===== src/rtl/br_redirect_ctrl_pkg.sv =====
// Shared types for branch redirect control and the branch predictor.
// State encoding, update-record layout and record width helper.
package br_redirect_ctrl_pkg;

  typedef enum logic {
    IDLE = 1'b0,
    HOLD = 1'b1
  } redir_state_e;

  localparam int REC_ADDR_W = 32;

  typedef struct packed {
    logic [REC_ADDR_W-1:0] pc;
    logic [REC_ADDR_W-1:0] target;
    logic                  taken;
  } upd_rec_t;

  // flush vector order: {if, id, ex}
  localparam logic [2:0] FL_NONE = 3'b000;
  localparam logic [2:0] FL_PRE  = 3'b100;
  localparam logic [2:0] FL_MISP = 3'b110;
  localparam logic [2:0] FL_EXC  = 3'b111;

  function automatic int rec_w(input int aw);
    return 2 * aw + 1;
  endfunction

endpackage


===== src/rtl/br_upd_fifo.sv =====
// Synchronous FIFO for predictor update records; valid/ready head, full flag.
// Ports: clk, rstn, push, push_data, full, valid, ready, data.
module br_upd_fifo #(
  parameter int DEPTH = 4,
  parameter int DW    = 65
) (
  input  logic          clk,
  input  logic          rstn,
  input  logic          push,
  input  logic [DW-1:0] push_data,
  output logic          full,
  output logic          valid,
  input  logic          ready,
  output logic [DW-1:0] data
);
  localparam int PW = $clog2(DEPTH);

  logic [DW-1:0] mem [DEPTH];
  logic [PW-1:0] wr_ptr;
  logic [PW-1:0] rd_ptr;
  logic [PW:0]   count;
  logic          pop;
  logic          do_push;

  assign valid   = count != '0;
  assign full    = count == (PW+1)'(DEPTH);
  assign pop     = valid & ready;
  // a pop frees the slot in the same cycle, so full+pop may push
  assign do_push = push & (~full | pop);
  assign data    = valid ? mem[rd_ptr] : '0;

  always_ff @(posedge clk or negedge rstn) begin
    if (!rstn) begin
      wr_ptr <= '0;
      rd_ptr <= '0;
      count  <= '0;
    end else begin
      if (do_push) wr_ptr <= wr_ptr + PW'(1);
      if (pop)     rd_ptr <= rd_ptr + PW'(1);
      count <= count
             + (PW+1)'(do_push)
             - (PW+1)'(pop);
    end
  end

  always_ff @(posedge clk) begin
    if (do_push) mem[wr_ptr] <= push_data;
  end

endmodule


===== src/rtl/br_redirect_ctrl.sv =====
// Sequences resolved branches: redirect arbitration, flush pulses, predictor updates.
// Ports: branch/exception inputs, redirect handshake, flush pulses, stall, update FIFO head.
module br_redirect_ctrl
  import br_redirect_ctrl_pkg::*;
#(
  parameter int UPD_DEPTH = 4,
  parameter int ADDR_W    = 32
) (
  input  logic              clk,
  input  logic              rstn,
  input  logic              br_valid,
  input  logic              br_ifbr,
  input  logic              br_flush_pre,
  input  logic              br_taken,
  input  logic [ADDR_W-1:0] br_pc,
  input  logic [ADDR_W-1:0] br_target,
  input  logic              exc_valid,
  input  logic [ADDR_W-1:0] exc_target,
  input  logic              redir_ready,
  output logic              redir_valid,
  output logic [ADDR_W-1:0] redir_pc,
  output logic              flush_if,
  output logic              flush_id,
  output logic              flush_ex,
  output logic              br_stall_req,
  output logic              upd_valid,
  input  logic              upd_ready,
  output logic [ADDR_W-1:0] upd_pc,
  output logic [ADDR_W-1:0] upd_target,
  output logic              upd_taken
);
  localparam int RW = rec_w(ADDR_W);

  redir_state_e      state_q;
  redir_state_e      state_d;
  logic [ADDR_W-1:0] pc_q;
  logic [ADDR_W-1:0] pc_d;
  logic [2:0]        fl_q;
  logic [2:0]        fl_d;
  logic              full;
  logic              br_go;
  logic [RW-1:0]     head;

  assign br_stall_req = br_valid & (state_q == IDLE)
                      & ~exc_valid & full
                      & ~(upd_valid & upd_ready);
  // branch that is on the right path and fits in the FIFO
  assign br_go = br_valid & (state_q == IDLE)
               & ~exc_valid & ~br_stall_req;

  always_comb begin
    state_d = state_q;
    pc_d    = pc_q;
    fl_d    = FL_NONE;
    unique case (state_q)
      IDLE: begin
        unique case (1'b1)
          exc_valid: begin
            state_d = HOLD;
            pc_d    = exc_target;
            fl_d    = FL_EXC;
          end
          br_go & br_ifbr: begin
            state_d = HOLD;
            pc_d    = br_target;
            fl_d    = FL_MISP;
          end
          br_go & ~br_ifbr & br_flush_pre: begin
            fl_d = FL_PRE;
          end
          default: ;
        endcase
      end
      HOLD: begin
        unique case (1'b1)
          exc_valid: begin
            pc_d = exc_target;
            fl_d = FL_EXC;
          end
          redir_ready & ~exc_valid: begin
            state_d = IDLE;
          end
          default: ;
        endcase
      end
      default: state_d = IDLE;
    endcase
  end

  always_ff @(posedge clk or negedge rstn) begin
    if (!rstn) begin
      state_q <= IDLE;
      pc_q    <= '0;
      fl_q    <= FL_NONE;
    end else begin
      state_q <= state_d;
      pc_q    <= pc_d;
      fl_q    <= fl_d;
    end
  end

  assign redir_valid = state_q == HOLD;
  assign redir_pc    = pc_q;
  assign flush_if    = fl_q[2];
  assign flush_id    = fl_q[1];
  assign flush_ex    = fl_q[0];

  br_upd_fifo #(
    .DEPTH (UPD_DEPTH),
    .DW    (RW)
  ) u_fifo (
    .clk       (clk),
    .rstn      (rstn),
    .push      (br_go),
    .push_data ({br_pc, br_target, br_taken}),
    .full      (full),
    .valid     (upd_valid),
    .ready     (upd_ready),
    .data      (head)
  );

  assign upd_pc     = head[RW-1 -: ADDR_W];
  assign upd_target = head[ADDR_W:1];
  assign upd_taken  = head[0];

endmodule

===== config.mk =====
export PLATFORM = sky130hd
export DESIGN_NAME = br_redirect_ctrl
export DESIGN_NICKNAME = d
export VERILOG_FILES = /design/src/rtl/br_redirect_ctrl_pkg.sv /design/src/rtl/br_upd_fifo.sv /design/src/rtl/br_redirect_ctrl.sv
export SDC_FILE = /design/constraint.sdc
export NUM_CORES = 1
export LEC_CHECK = 0
export BUFFER_PORTS_ARGS = -buffer_cell sky130_fd_sc_hd__clkbuf_2
export CAP_MARGIN = 10
export CORE_MARGIN = 4
export CORE_UTILIZATION = 56
export CTS_CLUSTER_DIAMETER = 100
export CTS_CLUSTER_SIZE = 10
export DETAILED_ROUTE_END_ITERATION = 10
export GPL_TIMING_DRIVEN = 0
export PLACE_DENSITY = 0.8
export SYNTH_ARGS = -nofsm -noshare
export SYNTH_HDL_FRONTEND = slang
export SYNTH_SLANG_ARGS = --single-unit

===== constraint.sdc =====
create_clock -name clk -period 3.4 [get_ports clk]
set_input_delay 0.68 -clock clk [delete_from_list [all_inputs] [get_ports clk]]
set_output_delay 0.68 -clock clk [all_outputs]
set_load 0.03 [all_outputs]

==> run summary <==
Total GRT Usage -> 0.2134
Worst Max-Slew Pin Slew -> 0.9080 ns
worst setup path category -> reg2out
setup TNS -> 0 ns
Worst EP arrival -> 2.49 ns
H-tree depth -> 2
status -> complete, no violations
routed vias -> 6,217
Max Cap Viol -> 0
combinational fraction of design power -> 0.342
DRC -> 0
die area -> 23,750 sq um
worst rel slew slack -> 0.3947
crit path time final -> 3.166 ns
vias in the first global route -> 6,950
Final Wtd Congestion -> 0.7551
Leak -> 5.339 nW
dpl cell area -> 13,420 sq um
FMAX -> 0.3158 GHz
#FFs+latches synth -> 303
register area share after synthesis -> 0.7431
Final Cell Area -> 14,490 sq um
cell internal pwr -> 7.860 mW
P_sw -> 3.914 mW
clk_skew -> 0.01431 ns
row cnt -> 53
io pins -> 208
most common cell after layout, fill and taps aside -> edfxtp_1
Layout area overhead -> 21.23%
synth warn -> 0
gr ovfl total -> 0
# Post-CTS Setup Buffers -> 0
met3 WL -> 1439 um
root buffer cell -> clkbuf_16
Ant. Diodes -> 0
Vias/cell -> 5.556
wire length on met1 -> 9712 um
Max Buffers Root-to-Sink -> 3
sequential power share -> 0.369
layout cell share with drive strength beyond 1 -> 0.4799
WL met2 -> 13,320 um
Mapped Nets -> 679
Nets -> 929
number of gates resized after CTS -> 0
fin crit share -> 0.9312
first-pass GRT wire length -> 39,150 um
post-synth cell types -> 28
antenna-violating nets left -> 0
Final HPWL DP -> 16,320 um
Detailed Routing Iterations Pass 1 -> 4
DRT iter0 DRCs -> 408
setup violators final -> 0
switching fraction of total power -> 0.3324
Async S/R FF share, synth -> 0.1419
wire per inst -> 22.30 um
critical path capture point type -> output port
EDFF count, synth -> 260
most frequent cells in the layout -> edfxtp_1, clkbuf_2, and2_1, mux4_2, mux2_2
final hold violation count -> 0
largest net degree at the start of global routing -> 44
Worst Setup Start Kind -> flop
synthesized area -> 11,960 sq um
pwr/cell area -> 812.3 nW/um^2
WP data required -> 2.72 ns
CP Max Fanout -> 10
Initial Utilization -> 0.5687
CORE AREA -> 21,020 sq um
Die Wd -> 154.1 um
WL final -> 24,950 um
CTS Buf Count -> 36
RSZ-0062 raised after global routing -> false
initial antenna violation count -> 0
TritonCTS Sinks -> 303
peak supply drop -> 463.0 uV
ys flop type -> edfxtp_1
Clk pwr share -> 0.289
Die Span Y -> 154.1 um
CTS Hold Bufs -> 0
CTS tree -> done
Clk Latency, worst-skew pair -> 0.50 ns
Buffers on Ports -> 207
Clock transition at path regs -> 0.05 ns
Hold WC Path Type -> in2async
Cells after Synth -> 567
Final Slew Violations -> 0
Highest Signal Layer -> met4
Mean Syn Cell Area -> 21.09 sq um
Yosys cell counts (2+ instances only):
| master | n | area, sq um |
|---|---|---|
| ha_1 | 6 | 75.07 |
| clkbuf_1 | 15 | 56.30 |
| mux4_2 | 65 | 1464 |
| buf_1 | 3 | 11.26 |
| and2_2 | 4 | 30.03 |
| edfxtp_1 | 260 | 7807 |
| nor2_1 | 4 | 15.01 |
| buf_4 | 4 | 30.03 |
| and2_1 | 66 | 412.9 |
| xor2_1 | 2 | 17.52 |
| mux2_2 | 64 | 720.7 |
| buf_2 | 5 | 25.02 |
| dfrtp_1 | 43 | 1076 |
| xnor2_1 | 3 | 26.28 |
| buf_6 | 4 | 45.04 |
| inv_1 | 7 | 26.28 |
worst paths after layout:
check	end	slack (ns)	startpoint	cells past startpoint
worst max-delay path	upd_pc[2]	0.23	u_fifo.rd_ptr[0]	6
worst min-delay path	redir_pc[31]	0.21	rstn	1
worst max register to register	u_fifo.count[2]	0.91	u_fifo.count[1]	8
worst min register to register	u_fifo.count[2]	0.50	u_fifo.count[2]	1
max in group asynchronous	redir_pc[1]	2.62	rstn	2
min in group clk	u_fifo.mem[3][57]	0.41	br_pc[24]	1
per-layer routing:
metal | track usage | up-vias
met1 | 0.2710 | 3190
met3 | 0.04391 | 39
li1 | - | 2753
met2 | 0.3750 | 235
met5 | 0 | -
met4 | 0.06266 | 0
sequential cells by signal (all words and copies together) (netlist names):
register and cells:
fl_q 3, redir_valid 1, redir_pc 32, u_fifo.wr_ptr 2
u_fifo.mem 260, u_fifo.count 3, u_fifo.rd_ptr 2
layout make-up:
cell class | count | area [sq um]
Sequential cell | 303 | 8884
Fill cell | 1322 | 6528
Multi-Input combinational cell | 226 | 2883
Timing Repair Buffer | 212 | 1144
Clock buffer | 62 | 1020
Tap cell | 275 | 344.1
Buffer | 31 | 167.7
Clock inverter | 3 | 26.28
Inverter | 7 | 26.28
metrics by stage:
step | util | setup WS (ns) | power [mW] | hold slack, ns | std cells
global route | 0.6895 | 0.03015 | 12.33 | 0.2384 | 1119
CTS | 0.6882 | 0.1439 | 11.92 | 0.3782 | 1118
global placement | 0.6344 | 0.1065 | 8.398 | 0.4681 | 1049
detailed placement | 0.6384 | 0.6673 | 8.499 | 0.5002 | 1053
finish | 0.6895 | 0.2338 | 11.77 | 0.2100 | 1119
floorplan | - | 0.8786 | 7.332 | 0.3844 | 567
power by group through the flow:
| stage | registers, mW | logic, mW | clock network (mW) |
|---|---|---|---|
| 2_1_floorplan | 4.50 | 2.83 | 0 |
| 3_3_place_gp | 4.40 | 4.00 | 0 |
| 3_5_place_dp | 4.42 | 4.08 | 0 |
| 4_1_cts | 4.34 | 4.11 | 3.47 |
| 5_1_grt | 4.36 | 4.32 | 3.65 |
| 6_report | 4.34 | 4.03 | 3.40 |
worst max-delay path, stage by stage (launching register included):
cell	delay (ns)
dfrtp_1	0.33
clkbuf_1	0.22
buf_4	0.27
buf_4	0.27
mux4_2	0.53
and2_1	0.18
clkbuf_2	0.18
cells by family after synthesis:
kind of cell,count (synthesis),synth area share
flops,303,0.7431
fa+ha+maj,7,0.007954
buf+inv,38,0.01622
simple gates,82,0.04343
mux,130,0.1840
xor+xnor,5,0.003664
compound gates,2,0.001675
No activity file was read; power rests on OpenSTA's default activity.
